<file path="config.mk">
export PLATFORM = sky130hd
export DESIGN_NAME = conv_flat
export DESIGN_NICKNAME = d
export VERILOG_FILES = /design/src/rtl/conv_if.sv /design/src/rtl/conv.sv /design/src/flat_wrapper.sv
export SDC_FILE = /design/constraint.sdc
export NUM_CORES = 2
export LEC_CHECK = 0
export BUFFER_PORTS_ARGS = -buffer_cell sky130_fd_sc_hd__buf_2
export CORE_MARGIN = 2
export CORE_UTILIZATION = 45
export CTS_CLUSTER_SIZE = 12
export DETAILED_ROUTE_END_ITERATION = 8
export GPL_ROUTABILITY_DRIVEN = 0
export GPL_TIMING_DRIVEN = 1
export SLEW_MARGIN = 10
export SYNTH_ARGS = -nofsm -noshare
export SYNTH_HDL_FRONTEND = slang
export SYNTH_SLANG_ARGS = --single-unit
</file>
<file path="constraint.sdc">
create_clock -name CLK100MHZ -period 8 [get_ports CLK100MHZ]
set_input_delay 1.6 -clock CLK100MHZ [delete_from_list [all_inputs] [get_ports CLK100MHZ]]
set_output_delay 1.6 -clock CLK100MHZ [all_outputs]
set_load 0.05 [all_outputs]
</file>
<file path="src/rtl/conv_if.sv">
// Column input bus and convolution result for the 3x3 correlator.
// Carries one 3-row column per cycle plus the mode select and qualifier.
interface conv_if #(
  parameter int BIT_LEN   = 8,
  parameter int CONV_LPOS = 13
);
  logic signed [BIT_LEN-1:0]   i_dato0;
  logic signed [BIT_LEN-1:0]   i_dato1;
  logic signed [BIT_LEN-1:0]   i_dato2;
  logic                        i_selecK_I;
  logic                        i_valid;
  logic signed [CONV_LPOS-1:0] o_data;

  modport master (
    output i_dato0, i_dato1, i_dato2, i_selecK_I, i_valid,
    input  o_data
  );

  modport slave (
    input  i_dato0, i_dato1, i_dato2, i_selecK_I, i_valid,
    output o_data
  );
endinterface

</file>
<file path="src/rtl/conv.sv">
// 3x3 correlator: shifts columns into a Q1.7 kernel or an unsigned pixel window and
// registers the scaled sum of products; output lags an accepted column by one edge.
module conv #(
  parameter int BIT_LEN   = 8,
  parameter int CONV_LEN  = 20,
  parameter int CONV_LPOS = 13,
  parameter int M_LEN     = 3
) (
  input logic    CLK100MHZ,
  input logic    i_reset,
  conv_if.slave  bus
);

  logic signed [BIT_LEN-1:0]   k [M_LEN][M_LEN];
  logic        [BIT_LEN-1:0]   w [M_LEN][M_LEN];
  logic        [BIT_LEN-1:0]   col [M_LEN];
  logic signed [CONV_LEN-1:0]  acc;
  logic signed [CONV_LPOS-1:0] o_q;

  always_comb begin
    col[0] = bus.i_dato0;
    col[1] = bus.i_dato1;
    col[2] = bus.i_dato2;
  end

  // Coefficient is sign-extended, pixel zero-extended, so the product is exact.
  function automatic logic signed [CONV_LEN-1:0] mac_term(
    input logic signed [BIT_LEN-1:0] coef,
    input logic        [BIT_LEN-1:0] pix
  );
    logic signed [CONV_LEN-1:0] cx;
    logic signed [CONV_LEN-1:0] px;
    cx = {{(CONV_LEN-BIT_LEN){coef[BIT_LEN-1]}}, coef};
    px = {{(CONV_LEN-BIT_LEN){1'b0}}, pix};
    return cx * px;
  endfunction

  always_comb begin
    acc = '0;
    for (int c = 0; c < M_LEN; c++) begin
      for (int r = 0; r < M_LEN; r++) begin
        acc = acc + mac_term(k[c][r], w[c][r]);
      end
    end
  end

  always_ff @(posedge CLK100MHZ or posedge i_reset) begin
    if (i_reset) begin
      for (int c = 0; c < M_LEN; c++) begin
        for (int r = 0; r < M_LEN; r++) begin
          k[c][r] <= '0;
          w[c][r] <= '0;
        end
      end
      o_q <= '0;
    end else begin
      o_q <= acc[CONV_LEN-1 -: CONV_LPOS];
      if (bus.i_valid) begin
        // Column 0 is the oldest; the new column always lands in the last slot.
        for (int c = 0; c < M_LEN-1; c++) begin
          for (int r = 0; r < M_LEN; r++) begin
            if (bus.i_selecK_I) w[c][r] <= w[c+1][r];
            else                k[c][r] <= k[c+1][r];
          end
        end
        for (int r = 0; r < M_LEN; r++) begin
          if (bus.i_selecK_I) w[M_LEN-1][r] <= col[r];
          else                k[M_LEN-1][r] <= col[r];
        end
      end
    end
  end

  assign bus.o_data = o_q;

endmodule

</file>
<file path="src/flat_wrapper.sv">
// flat-port wrapper written by rule: the top's interface ports become plain ports
module conv_flat 
#(
  parameter int BIT_LEN   = 8,
  parameter int CONV_LEN  = 20,
  parameter int CONV_LPOS = 13,
  parameter int M_LEN     = 3
)
  (CLK100MHZ, i_reset, bus_i_dato0, bus_i_dato1, bus_i_dato2, bus_i_selecK_I, bus_i_valid, bus_o_data);
  conv_if #(.BIT_LEN(BIT_LEN), .CONV_LPOS(CONV_LPOS)) bus_i ();
  input logic CLK100MHZ;
  input logic i_reset;
  input wire logic [$bits(bus_i.i_dato0)-1:0] bus_i_dato0;
  input wire logic [$bits(bus_i.i_dato1)-1:0] bus_i_dato1;
  input wire logic [$bits(bus_i.i_dato2)-1:0] bus_i_dato2;
  input wire logic [$bits(bus_i.i_selecK_I)-1:0] bus_i_selecK_I;
  input wire logic [$bits(bus_i.i_valid)-1:0] bus_i_valid;
  output wire logic [$bits(bus_i.o_data)-1:0] bus_o_data;
  assign bus_i.i_dato0 = bus_i_dato0;
  assign bus_i.i_dato1 = bus_i_dato1;
  assign bus_i.i_dato2 = bus_i_dato2;
  assign bus_i.i_selecK_I = bus_i_selecK_I;
  assign bus_i.i_valid = bus_i_valid;
  assign bus_o_data = bus_i.o_data;
  conv #(.BIT_LEN(BIT_LEN), .CONV_LEN(CONV_LEN), .CONV_LPOS(CONV_LPOS), .M_LEN(M_LEN)) u_core (.CLK100MHZ(CLK100MHZ), .i_reset(i_reset), .bus(bus_i));
endmodule
</file>
==> impl_metrics.json <==
{
  "fmax_mhz": 126,
  "final_nets": 4096,
  "synth_cell_types": 51,
  "antenna_cells": 0,
  "antenna_found_initial": 1,
  "start_util": 0.456,
  "drc_errors": 0,
  "yosys.area.top_type": "fa_1",
  "postSynthCellCount": 3004,
  "syn_nets": 3889,
  "gr-total-overflow": 0,
  "viasPerCell": 5.04,
  "whs_ns": 0.583,
  "cts_tree": "built",
  "filler_cell_count": 5864,
  "crit_arrival_ns": 8.36,
  "slowest_delay_ns": 0.59,
  "clkSinkCount": 157,
  "syn_area_um2": 28800,
  "syn_to_final_growth_pct": 13.9,
  "setup_violations": 0,
  "cts-root-buf": "clkbuf_16",
  "dp.cells": 4000,
  "placed_cell_area_um2": 31100,
  "clockBufferDepth": 2,
  "first_pass_iters": 5,
  "htreeDepth": 4,
  "port_buffers": 40,
  "grt_usage": 0.219,
  "dpl.hpwl_mm": 57.9,
  "synth_seq_cells": 157,
  "grt_pass1_vias": 22400,
  "hold_class": "register to register",
  "layout_commonest_cell": "inv_1",
  "drive_gt1_frac": 0.194,
  "synthFlopType": "dfrtp_1",
  "post_drt_wl_per_cell_um": 17.1,
  "ys_top_cells_by_area": "fa_1 (32%), ha_1 (18%), dfrtp_1 (14%), inv_1 (8.8%), and2_1 (7.5%)",
  "synthArstFlopShare": 1.00,
  "finalCriticalPeriod_ns": 7.96,
  "fp.coreArea_um2": 63100,
  "grt_max_degree": 89,
  "period_share": 0.995,
  "synth_edf_count": 0,
  "initialDrtViolationCount": 968,
  "syn_area_per_cell_um2": 9.57,
  "cp.required_ns": 8.40,
  "postRouteAntennaNets": 0,
  "holdBufCountCts": 0,
  "wl_mm": 69.8,
  "clk_latency_ns": 0.47,
  "via_count": 20500,
  "drv_cap": 0,
  "rows": 92,
  "ys_seq_area_frac": 0.137,
  "crit_type": "register to register",
  "cp-start-kind": "register",
  "die_x_um": 257,
  "crit_path_end_kind": "register",
  "drv_slew": 0,
  "relSlewSlack": 0.364,
  "cp_slowest_cell": "fa_1",
  "die-area_um2": 66000,
  "rsz0062_at_grt": "true",
  "fin_worst_skew_ns": 0.0107,
  "status": "complete, no violations",
  "die_h_um": 257,
  "cp_max_fo": 6,
  "crit_top_cell": "fa_1",
  "mostFrequentLayoutCells": "inv_1 (657), fa_1 (441), ha_1 (390)",
  "finalNonFillerCells": 4070,
  "ys_warn_count": 0,
  "synth_top_area_share": 0.315,
  "hold_viol_final": 0,
  "fin_util": 0.520,
  "cts_buffers": 17,
  "grt_pass1_wl_mm": 114,
  "final_area_um2": 32800,
  "io_pins": 41,
  "path_clk_slew_ns": 0.07,
  "worst_pin_slew_ns": 0.954
}
-- stage by stage --
step	TNS (ns)	worst slack, ns
floorplan	0	0.348
global placement	-0.183	-0.0955
detailed placement	-0.357	-0.181
CTS	0	0.00178
global route	-0.825	-0.246
finish	0	0.0385
-- timing repair --
| action | in CTS | in global routing |
|---|---|---|
| setup endpoints to repair | 4 | 10 |
| setup buffers | 0 | 40 |
| cloned | 0 | 0 |
| pin swaps | 0 | 76 |
| resized for setup | 9 | 207 |
-- flip-flops by register name, summed over array words and instances (netlist names) --
signal             flops
u_core.k              72
u_core.w              72
u_core.bus.o_data     13
-- logic make-up after synthesis --
logic type	after synthesis	share of synthesized area
adders and majority gates	857	0.491
AOI/OAI and AO/OA	192	0.0434
DFF	157	0.137
buffers and inverters	743	0.0970
and+or+nand+nor	803	0.143
xor gates and xnor gates	114	0.0347
muxes	138	0.0540
-- Yosys cell counts, types with 6 or more instances --
master,count
inv_1,671
fa_1,453
ha_1,404
and2_1,343
nand2_1,217
dfrtp_1,157
mux2_2,138
nor2_1,127
xnor2_1,69
clkbuf_1,65
a21oi_1,62
xor2_1,45
o21ai_0,44
nand2b_1,39
nor3_1,26
o21a_1,23
nor2b_1,15
nand3_1,14
and3_1,9
nor4_1,8
o211ai_1,7
a21o_1,6
a31oi_1,6
o41ai_1,6
-- final timing paths --
| path | from | to | slack [ns] | cells past startpoint |
|---|---|---|---|---|
| worst max-delay path | u_core.w[56]$_DFFE_PP0P_ | u_core.bus.o_data[11]$_DFF_PP0_ | 0.04 | 28 |
| worst min-delay path | u_core.w[64]$_DFFE_PP0P_ | u_core.w[64]$_DFFE_PP0P_ | 0.58 | 1 |
| worst max register to register | u_core.w[56]$_DFFE_PP0P_ | u_core.bus.o_data[11]$_DFF_PP0_ | 0.04 | 28 |
| worst min register to register | u_core.w[64]$_DFFE_PP0P_ | u_core.w[64]$_DFFE_PP0P_ | 0.58 | 1 |
| max in group asynchronous | i_reset | u_core.w[10]$_DFFE_PP0P_ | 5.15 | 3 |
| min in group asynchronous | i_reset | u_core.k[5]$_DFFE_PP0P_ | 1.30 | 2 |
-- area by class of cell --
| class | instances | area (um^2) | area share |
|---|---|---|---|
| clock inverter | 14 | 169 | 0.00515 |
| sequential | 157 | 4030 | 0.123 |
| clock buffer | 18 | 429 | 0.0131 |
| tap | 846 | 1060 | 0.0323 |
| timing repair buffer | 255 | 1840 | 0.0562 |
| inverter | 676 | 2550 | 0.0779 |
| multi-input combinational | 2104 | 22700 | 0.692 |
-- critical path: cells and delay by family (launching register included) --
kind                       cells  cell delay (ns)
and+or+nand+nor                3             0.52
adders and majority gates     10             4.45
DFF                            1             0.45
buffers and inverters          5             0.42
xor gates and xnor gates       2             0.56
AOI/OAI and AO/OA              8             1.49
-- per-layer routing --
metal,track usage,share of wire
met2,0.388,0.51
met3,0.0335,0.040
met1,0.281,0.43
met5,0,0
met4,0.0541,0.023
Power is not shown: default switching activity piles up to over one toggle a cycle in this logic, so the estimate is an artifact.
